===== config.mk =====
export PLATFORM = sky130hd
export DESIGN_NAME = gate_sequencer
export DESIGN_NICKNAME = d
export VERILOG_FILES = /design/src/rtl/freq_meter_pkg.sv /design/src/rtl/gate_timer.sv /design/src/rtl/gate_sequencer.sv
export SDC_FILE = /design/constraint.sdc
export NUM_CORES = 1
export LEC_CHECK = 0
export CAP_MARGIN = 10
export CORE_MARGIN = 5
export CORE_UTILIZATION = 43
export CTS_CLUSTER_DIAMETER = 50
export DETAILED_ROUTE_END_ITERATION = 10
export PLACE_DENSITY = 0.72
export SYNTH_ARGS = -nofsm -noshare
export SYNTH_HDL_FRONTEND = slang
export SYNTH_SLANG_ARGS = --single-unit

===== constraint.sdc =====
create_clock -name clk -period 8.2 [get_ports clk]
set_input_delay 2.46 -clock clk [delete_from_list [all_inputs] [get_ports clk]]
set_output_delay 2.46 -clock clk [all_outputs]
set_load 0.005 [all_outputs]

===== src/rtl/freq_meter_pkg.sv =====
`default_nettype none
//============================================================================
// freq_meter_pkg - shared encodings for the frequency-measurement chain (rev 1.0)
//============================================================================
package freq_meter_pkg;

  localparam int unsigned c_TIMER_W = 32;

  localparam logic [2:0] c_S_IDLE   = 3'd0;
  localparam logic [2:0] c_S_CLEAR  = 3'd1;
  localparam logic [2:0] c_S_GATE   = 3'd2;
  localparam logic [2:0] c_S_SETTLE = 3'd3;
  localparam logic [2:0] c_S_STORE  = 3'd4;

  typedef enum logic [2:0] {
    ST_IDLE   = c_S_IDLE,
    ST_CLEAR  = c_S_CLEAR,
    ST_GATE   = c_S_GATE,
    ST_SETTLE = c_S_SETTLE,
    ST_STORE  = c_S_STORE
  } state_t;

  localparam logic [1:0] c_GSEL_1S    = 2'b00;
  localparam logic [1:0] c_GSEL_100MS = 2'b01;
  localparam logic [1:0] c_GSEL_10MS  = 2'b10;
  localparam logic [1:0] c_GSEL_1MS   = 2'b11;

  localparam int unsigned c_GDIV_1S    = 1;
  localparam int unsigned c_GDIV_100MS = 10;
  localparam int unsigned c_GDIV_10MS  = 100;
  localparam int unsigned c_GDIV_1MS   = 1000;

endpackage
`default_nettype wire


===== src/rtl/gate_timer.sv =====
`default_nettype none
//============================================================================
// gate_timer - loadable down-counter with registered zero flag (rev 1.0)
//============================================================================
module gate_timer #(
  parameter int unsigned W = 32
) (
  input  logic         clk,
  input  logic         reset,
  input  logic         load,
  input  logic [W-1:0] load_value,
  input  logic         en,
  output logic         zero
);

  logic [W-1:0] r_count;
  logic         r_zero;

  // r_zero tracks the value r_count will hold, so it is valid in the same cycle
  always_ff @(posedge clk) begin
    if (reset) begin
      r_count <= '0;
      r_zero  <= 1'b1;
    end else if (load) begin
      r_count <= load_value;
      r_zero  <= (load_value == '0);
    end else if (en && (r_count != '0)) begin
      r_count <= r_count - 1'b1;
      r_zero  <= (r_count == W'(1));
    end
  end

  assign zero = r_zero;

endmodule
`default_nettype wire


===== src/rtl/gate_sequencer.sv =====
`default_nettype none
//============================================================================
// gate_sequencer - clear/gate/settle/capture controller for the event counter (rev 1.0)
//============================================================================
module gate_sequencer
  import freq_meter_pkg::*;
#(
  parameter int unsigned CLK_FREQ = 100_000_000,
  parameter int unsigned CNT_W    = 32
) (
  input  logic             clk,
  input  logic             reset,
  input  logic             start,
  input  logic             continuous,
  input  logic [1:0]       gate_sel,
  output logic             cnt_clear,
  output logic             cnt_enable,
  input  logic [CNT_W-1:0] cnt_value,
  input  logic             cnt_ovf,
  output logic [CNT_W-1:0] result,
  output logic             result_ovf,
  output logic [1:0]       result_gate,
  output logic             result_valid,
  input  logic             result_ready,
  output logic             busy
);

  localparam logic [c_TIMER_W-1:0] c_LOAD_1S    = 32'(CLK_FREQ / c_GDIV_1S    - 1);
  localparam logic [c_TIMER_W-1:0] c_LOAD_100MS = 32'(CLK_FREQ / c_GDIV_100MS - 1);
  localparam logic [c_TIMER_W-1:0] c_LOAD_10MS  = 32'(CLK_FREQ / c_GDIV_10MS  - 1);
  localparam logic [c_TIMER_W-1:0] c_LOAD_1MS   = 32'(CLK_FREQ / c_GDIV_1MS   - 1);

  state_t               r_state;
  state_t               w_state_nxt;
  logic [1:0]           r_gate_q;
  logic                 w_latch_gate;
  logic                 w_capture;
  logic [c_TIMER_W-1:0] w_load_value;
  logic                 w_timer_zero;
  logic [CNT_W-1:0]     r_result;
  logic                 r_result_ovf;
  logic [1:0]           r_result_gate;
  logic                 r_result_valid;

  always_comb begin
    w_load_value = c_LOAD_1S;
    case (r_gate_q)
      c_GSEL_1S:    w_load_value = c_LOAD_1S;
      c_GSEL_100MS: w_load_value = c_LOAD_100MS;
      c_GSEL_10MS:  w_load_value = c_LOAD_10MS;
      c_GSEL_1MS:   w_load_value = c_LOAD_1MS;
      default:      w_load_value = c_LOAD_1S;
    endcase
  end

  gate_timer #(
    .W (c_TIMER_W)
  ) u_gate_timer (
    .clk        (clk),
    .reset      (reset),
    .load       (r_state == ST_CLEAR),
    .load_value (w_load_value),
    .en         (r_state == ST_GATE),
    .zero       (w_timer_zero)
  );

  always_ff @(posedge clk) begin
    if (reset) begin
      r_state <= ST_IDLE;
    end else begin
      r_state <= w_state_nxt;
    end
  end

  always_comb begin
    w_state_nxt  = r_state;
    w_latch_gate = 1'b0;
    w_capture    = 1'b0;
    case (r_state)
      ST_IDLE: begin
        if (start || continuous) begin
          w_state_nxt  = ST_CLEAR;
          w_latch_gate = 1'b1;
        end
      end
      ST_CLEAR:  w_state_nxt = ST_GATE;
      ST_GATE: begin
        if (w_timer_zero) begin
          w_state_nxt = ST_SETTLE;
        end
      end
      ST_SETTLE: w_state_nxt = ST_STORE;
      ST_STORE: begin
        // Holding here while the previous result is unread is what prevents drops
        if (!r_result_valid || result_ready) begin
          w_capture = 1'b1;
          if (continuous) begin
            w_state_nxt  = ST_CLEAR;
            w_latch_gate = 1'b1;
          end else begin
            w_state_nxt = ST_IDLE;
          end
        end
      end
      default:   w_state_nxt = ST_IDLE;
    endcase
  end

  always_ff @(posedge clk) begin
    if (reset) begin
      r_gate_q       <= c_GSEL_1S;
      r_result       <= '0;
      r_result_ovf   <= 1'b0;
      r_result_gate  <= c_GSEL_1S;
      r_result_valid <= 1'b0;
    end else begin
      if (w_latch_gate) begin
        r_gate_q <= gate_sel;
      end
      if (w_capture) begin
        r_result       <= cnt_value;
        r_result_ovf   <= cnt_ovf;
        r_result_gate  <= r_gate_q;
        r_result_valid <= 1'b1;
      end else if (r_result_valid && result_ready) begin
        r_result_valid <= 1'b0;
      end
    end
  end

  assign cnt_clear    = (r_state == ST_CLEAR);
  assign cnt_enable   = (r_state == ST_GATE);
  assign busy         = (r_state != ST_IDLE);
  assign result       = r_result;
  assign result_ovf   = r_result_ovf;
  assign result_gate  = r_result_gate;
  assign result_valid = r_result_valid;

endmodule
`default_nettype wire


# Word-level counts from Yosys, hierarchy flattened
# Index checks and enable logic that the tools add are counted.
# totals
ff_bits,74
latch_bits,0
ram_bits,0
rom_bits,0
input_bits,40
output_inout_bits,39
wordCells,51
n_memories,0
# op_classes
add_sub_neg,1
multipliers,0
n_div,0
order_cmp,0
eq_ne,11
n_shift,0
n_mux,18
n_bitwise,0
n_reduce_logical,13
# ops
op,count
$pmux W32 S4,1
$mux W32,2
$eq A32 B1 Y1 const B,1
$logic_not A32 Y1,1
$reduce_bool A32 Y1,1
$sub A32 B1 Y32 const B,1
$pmux W3 S5,1
$mux W1,10
$mux W3,3
$eq A3 B2 Y1 const B,2
$ne A2 B2 Y1 const B,3
$eq A2 B2 Y1 const B,2
$reduce_bool A2 Y1,2
$eq A3 B1 Y1 const B,1
$eq A3 B3 Y1 const B,1
$logic_not A3 Y1,1
$reduce_and A3 Y1,1
$reduce_bool A3 Y1,1
$eq A2 B1 Y1 const B,1
$logic_and A1 B1 Y1,2
$logic_not A2 Y1,1
$logic_or A1 B1 Y1,2
$pmux W1 S2,1
$logic_not A1 Y1,1

# Depth between registers and ports, before layout
# Gate-level depths: netlist (run 1).
# depth
word_depth,5
depth_mapped,9
ltp_nobuf,7

# Hierarchy
# Synthesis (run 1) repeated with hierarchy kept, for this count alone.
# unflattened
cells_unflattened,484
hier_area_um2,4001.3
# by_module_without_submodules
mod,n_inst,cells_per_inst,area_each_um2,seq_area_each_um2
gate_timer,1,270,2233.4,660.6
gate_sequencer,1,214,1767.9,820.8

# Worst setup path before layout (run 1)
# Ideal clock, no wire load.
# synth_timing
path_kind,reg2out
from,register r_state[1]
to,output cnt_clear
arrival_time_ps,1462
required_ps,5740
setup_slack_ps,4278
path_stages_with_launch,6
path_buffers,3
path_cell_list,dfxtp_1 buf_2 or3b_2 clkbuf_1 clkinv_1 clkbuf_1
# synth_via
elab_chain_cells,1
# synth_rtl
item,line,rtl
"start, declared",gate_sequencer.sv:33,state_t r_state;
"start signal, assigned",gate_sequencer.sv:71,r_state <= w_state_nxt;
$eq A3 B1 Y1,gate_sequencer.sv:131,assign cnt_clear = (r_state == ST_CLEAR);
"end, declared",gate_sequencer.sv:16,"output logic cnt_clear,"
# No other way between the ends.

# Worst setup path after layout (run 1)
# layout_timing
from,register r_state[2]
to,output cnt_clear
# The elaborated chain is that of the path after synthesis.

==> results.py, run 1 <==
metrics = {
    "run_status": {
        "status": "finished, final reports clean",
    },
    "critical_path": {
        "r2r_slack_ns": 4.86,
        "reg2regPathDepth": 7,
        "worst-setup-path-type": "reg2out",
        "crit_fanout": 27,
        "cp_cell_sequence": "or3b_2, clkinv_1, clkdlybuf4s50_1",
        "crit_start": "r_state[2]",
        "r2r-start": "u_gate_timer.r_count[0]",
        "critPathSlowestCell": "clkdlybuf4s50_1",
        "arrival_ns": 2.59,
        "r2r-end": "u_gate_timer.r_count[23]",
        "critPathLaunchType": "flop",
        "required_ns": 5.74,
        "endpoint": "cnt_clear",
        "end_kind": "primary output",
        "max_stage_delay_ns": 0.59,
    },
    "route": {
        "post_drt_wl_per_cell_um": 15.5,
        "avgViaCountPerCell": 5.50,
        "first_pass_iters": 4,
        "drc_errors": 0,
        "num_vias": 3302,
        "postRouteAntennaNets": 0,
        "drt_iter0_drc": 189,
        "routed_wl_um": 9310,
    },
    "clock_network": {
        "path_clk_slew_ns": 0.08,
        "clockBufferDepth": 2,
        "cts_tree": "yes",
        "root_buffer": "clkbuf_8",
        "insertion_delay_ns": 0.34,
        "numCtsBuffers": 9,
        "cts_hold_buffers": 0,
        "cts_sinks": 74,
        "cts_max_level": 3,
        "post-cts-setup-buffer-count": 0,
        "ctsResizeCount": 0,
    },
    "layout": {
        "syn_to_final_growth_pct": 29.5,
        "final_cell_mix": "83 x nand2_1, 77 x clkdlybuf4s50_1, 74 x dfxtp_1, 51 x a21oi_1, 21 x or3_1",
        "instances_no_fill": 600,
        "final_common_cell": "nand2_1",
        "fillCellCount": 710,
        "antenna_cells": 0,
        "stdcell_area_um2": 4510,
        "layout.nets": 541,
        "ff_latch_area_um2": 1480,
        "drive_gt1_share_pct": 7.63,
        "multi_input_area_um2": 1850,
        "final_util_pct": 57.8,
    },
    "min_path": {
        "min_path_type": "reg2reg",
    },
    "floorplan": {
        "ioPinCount": 79,
        "initial_core_util_pct": 44.7,
        "die_w_um": 100,
        "coreArea_um2": 7810,
        "die_y_um": 100,
        "num_rows": 32,
        "die-area_um2": 10000,
    },
    "power_and_ir_drop": {
        "total_power_uw": 980,
        "peakVddDrop_mv": 0.114,
        "p_leak_nw": 1.54,
        "power_per_cell_area_nw_per_um2": 217,
    },
    "timing": {
        "slew_headroom_pct": 24.3,
        "hold_slack_ns": 0.457,
        "setup_violations": 0,
        "finalWorstSetupSlack_ns": 3.15,
        "fin_tns_setup_ns": 0,
        "fin_crit_sh_pct": 61.6,
        "slew_violations": 0,
        "fin_crit_ns": 5.05,
        "grt_setup_unrepaired": "false",
        "finalHoldViolCount": 0,
        "clock_skew_ns": 0.0111,
        "fmax_mhz": 198,
        "worst_pin_slew_ns": 1.14,
    },
    "yosys": {
        "syn_nets": 474,
        "synth-main-ff-cell": "dfxtp_1",
        "ys_seq_area_share_pct": 42.5,
        "synth_edf_count": 0,
        "synth_area_um2": 3490,
        "async_flop_share_pct": 0,
        "synth_seq_cells": 74,
        "ys_types": 54,
        "syn_inst": 426,
        "yosysWarningCount": 0,
        "syn_area_per_cell_um2": 8.19,
    },
    "global_routing": {
        "gr-total-overflow": 0,
        "grt_max_degree": 61,
        "grt_pass1_vias": 3144,
        "grtUsageTotal_pct": 19.0,
        "grt_antenna_before_repair": 0,
        "grt_pass1_wl_um": 15500,
    },
    "place": {
        "portBuffers": 78,
        "dp_slack_ns": 3.54,
        "dp.cells": 584,
        "post-dp-hpwl_um": 6600,
        "placed_cell_area_um2": 4300,
        "gp_congestion": 0.844,
    },
    "job": {
        "maxCapViolCount": 0,
    },
}
cell type report:
| cell class | instances | area share [%] |
|---|---|---|
| Timing Repair Buffer | 81 | 17.7 |
| Tap cell | 102 | 2.83 |
| Inverter | 11 | 0.915 |
| Clock buffer | 11 | 3.13 |
| Multi-Input combinational cell | 316 | 40.9 |
| Clock inverter | 5 | 1.72 |
| Sequential cell | 74 | 32.8 |
synth_stat cells, types with 9 or more instances:
| library cell | n | area, µm² |
|---|---|---|
| nand2_1 | 83 | 312 |
| dfxtp_1 | 74 | 1480 |
| a21oi_1 | 51 | 255 |
| or3_1 | 21 | 131 |
| clkbuf_1 | 16 | 60.1 |
| nor2_1 | 16 | 60.1 |
| o21ai_0 | 13 | 65.1 |
| nor3_1 | 12 | 60.1 |
| nor4_1 | 12 | 75.1 |
| a31oi_1 | 11 | 68.8 |
| inv_1 | 10 | 37.5 |
| or4_1 | 9 | 67.6 |
layer usage:
metal,part of all wire (%),routed length [µm],GRT usage [%],vias to the layer above
li1,-,-,-,1659
met4,1.5,144,6.22,0
met5,0,0,0,-
met2,46,4240,29.6,116
met1,44,4110,24.2,1514
met3,8.8,816,7.37,13
flip-flops by register name (all words and copies together) (netlist names):
register              count
result                   32
u_gate_timer.r_count     32
u_gate_timer.zero         1
result_valid              1
r_state                   3
result_gate               2
result_ovf                1
r_gate_q                  2
report_power, final:
group | total, mW | internal [mW] | switching [mW] | leakage [nW]
clock network | 0.315 | 0.179 | 0.136 | 0.109
logic | 0.244 | 0.108 | 0.136 | 0.826
registers | 0.421 | 0.390 | 0.0315 | 0.602
worst min-delay path by stage:
stage	startpoint	end	depth (start not counted)
after floorplan	u_gate_timer.r_count[25]	u_gate_timer.r_count[25]	2
after global placement	result[15]	result[15]	2
after detailed placement	result[12]	result[12]	2
after CTS	result[22]	result[22]	2
after global routing	result[24]	result[24]	2
final	result[12]	result[12]	2
critical path, delay by kind of cell (launching register included):
| kind | cells | cell delay (ns) |
|---|---|---|
| buf+inv | 2 | 1.15 |
| simple gates | 1 | 0.55 |
| flops | 1 | 0.54 |
cell families after synthesis:
family | count (synthesis) | share of synthesized area [%]
simple gates | 188 | 27.4
flops | 74 | 42.5
mux | 6 | 1.72
xor+xnor | 5 | 1.26
buf+inv | 36 | 4.63
fa+ha+maj | 8 | 2.87
compound gates | 109 | 19.7
Power figures use the tool's default switching activity.
==> run 2: changes to the inputs <==
==> constraint.sdc (replaced) <==
create_clock -name clk -period 4.96 [get_ports clk]
set_input_delay 1.488 -clock clk [delete_from_list [all_inputs] [get_ports clk]]
set_output_delay 1.488 -clock clk [all_outputs]
set_load 0.005 [all_outputs]
==> run 2 against run 1 <==
Net effect: via count up 1.6%; final area grew 0.25%; sequential share of layout area down 0.082 points; cell count up 0.33%; largest cell class unchanged.
==> results.py, run 2 (synthesis gave the netlist of run 1 again) <==
metrics = {
    "place": {
        "portBuffers": 78,
        "dp.cells": 586,
        "gp_congestion": 0.838,
        "dp_slack_ns": 1.28,
        "post-dp-hpwl_um": 6890,
    },
    "global_routing": {
        "grt_antenna_before_repair": 0,
        "grtUsageTotal_pct": 19.3,
        "gr-total-overflow": 0,
        "grt_max_degree": 39,
        "grt_pass1_wl_um": 15800,
        "grt_pass1_vias": 3362,
    },
    "clock_network": {
        "cts_sinks": 74,
        "numCtsBuffers": 9,
        "insertion_delay_ns": 0.35,
        "cts_hold_buffers": 0,
        "post-cts-setup-buffer-count": 0,
        "root_buffer": "clkbuf_8",
        "cts_max_level": 3,
        "clockBufferDepth": 2,
        "ctsResizeCount": 0,
        "path_clk_slew_ns": 0.08,
        "cts_tree": "yes",
    },
    "layout": {
        "final_common_cell": "nand2_1",
        "final_util_pct": 58.0,
        "instances_no_fill": 602,
        "antenna_cells": 0,
        "layout.nets": 543,
        "drive_gt1_share_pct": 8.20,
        "syn_to_final_growth_pct": 29.8,
        "final_cell_mix": "83 x nand2_1, 77 x clkdlybuf4s50_1, 74 x dfxtp_1, 51 x a21oi_1, 21 x or3_1",
    },
    "min_path": {
        "hold_depth": 2,
        "min_path_type": "reg2reg",
    },
    "critical_path": {
        "worst-setup-path-type": "reg2out",
        "end_kind": "primary output",
        "reg2regPathDepth": 7,
        "critPathLaunchType": "flop",
        "crit_fanout": 27,
        "arrival_ns": 2.60,
        "required_ns": 3.47,
    },
    "route": {
        "first_pass_iters": 4,
        "postRouteAntennaNets": 0,
        "drt_iter0_drc": 180,
        "drc_errors": 0,
        "post_drt_wl_per_cell_um": 15.9,
        "avgViaCountPerCell": 5.57,
        "num_vias": 3355,
        "routed_wl_um": 9550,
    },
    "power_and_ir_drop": {
        "seqPwrFrac_pct": 43.0,
        "peakVddDrop_mv": 0.228,
        "p_leak_nw": 1.55,
        "power.internal_mw": 1.11,
        "p_sw_share_pct": 31.7,
        "p_clk_share_pct": 31.9,
        "switchingPower_uw": 513,
        "comb_power_share_pct": 25.2,
        "power_per_cell_area_nw_per_um2": 358,
    },
    "timing": {
        "fin_crit_sh_pct": 82.5,
        "slew_violations": 0,
        "clock_skew_ns": 0.0199,
        "fin_crit_ns": 4.09,
        "fmax_mhz": 244,
        "finalWorstSetupSlack_ns": 0.869,
        "worst_pin_slew_ns": 0.922,
        "finalHoldViolCount": 0,
        "fin_tns_setup_ns": 0,
        "slew_headroom_pct": 38.3,
        "grt_setup_unrepaired": "false",
        "setup_violations": 0,
        "hold_slack_ns": 0.454,
    },
    "run_status": {
        "status": "finished, final reports clean",
    },
    "floorplan": {
        "coreArea_um2": 7810,
        "initial_core_util_pct": 44.7,
        "die_w_um": 100,
        "ioPinCount": 79,
        "die-area_um2": 10000,
        "num_rows": 32,
        "die_y_um": 100,
    },
    "job": {
        "maxCapViolCount": 0,
    },
}
==> run 2: changes by cell type in the layout (fill, tap and decap cells not counted), sizes merged <==
cell | previous run | this run
clkinv | 3 | 4
clkbuf | 11 | 9
inv | 10 | 11
buf | 4 | 6
==> run 2: path summary, 6_finish.rpt <==
check	startpoint	end	slack, ns
hold / removal	result[19]	result[19]	0.45
setup / recovery	r_state[2]	cnt_clear	0.87
hold reg to reg	result[19]	result[19]	0.45
setup reg to reg	u_gate_timer.r_count[0]	u_gate_timer.r_count[9]	1.89
==> run 2: layout make-up <==
cell class	count	area (µm²)
clock buffer	9	124
clock inverter	7	91.3
fill	722	3280
inverter	11	41.3
multi-input combinational	316	1850
sequential	74	1480
tap	102	128
timing repair buffer	83	813
==> run 2: layer usage <==
layer	up-vias	GRT usage (%)	part of all wire (%)
met5	-	0	0
met4	0	5.60	1.2
met3	15	8.69	8.7
met2	116	31.2	47
met1	1553	23.2	43
li1	1671	-	-
==> run 2: power by group through the flow <==
stage | Combinational, mW | Sequential (mW) | Clock, mW
floorplan | 0.294 | 0.691 | 0
global placement | 0.393 | 0.705 | 0
detailed placement | 0.401 | 0.708 | 0
CTS | 0.404 | 0.694 | 0.525
global route | 0.449 | 0.703 | 0.550
finish | 0.407 | 0.696 | 0.516
==> run 2: worst max-delay path, cell delays in order (launching register included) <==
cell	delay (ns)
dfxtp_1	0.54
or3b_2	0.55
clkinv_1	0.56
clkdlybuf4s50_1	0.60
==> run 2: through the flow <==
stage / power (mW) / instance area, µm²
6_report: 1.62 / 4530
5_1_grt: 1.70 / 4530
4_1_cts: 1.62 / 4530
3_5_place_dp: 1.11 / 4310
3_3_place_gp: 1.10 / 4310
2_1_floorplan: 0.985 / 3490
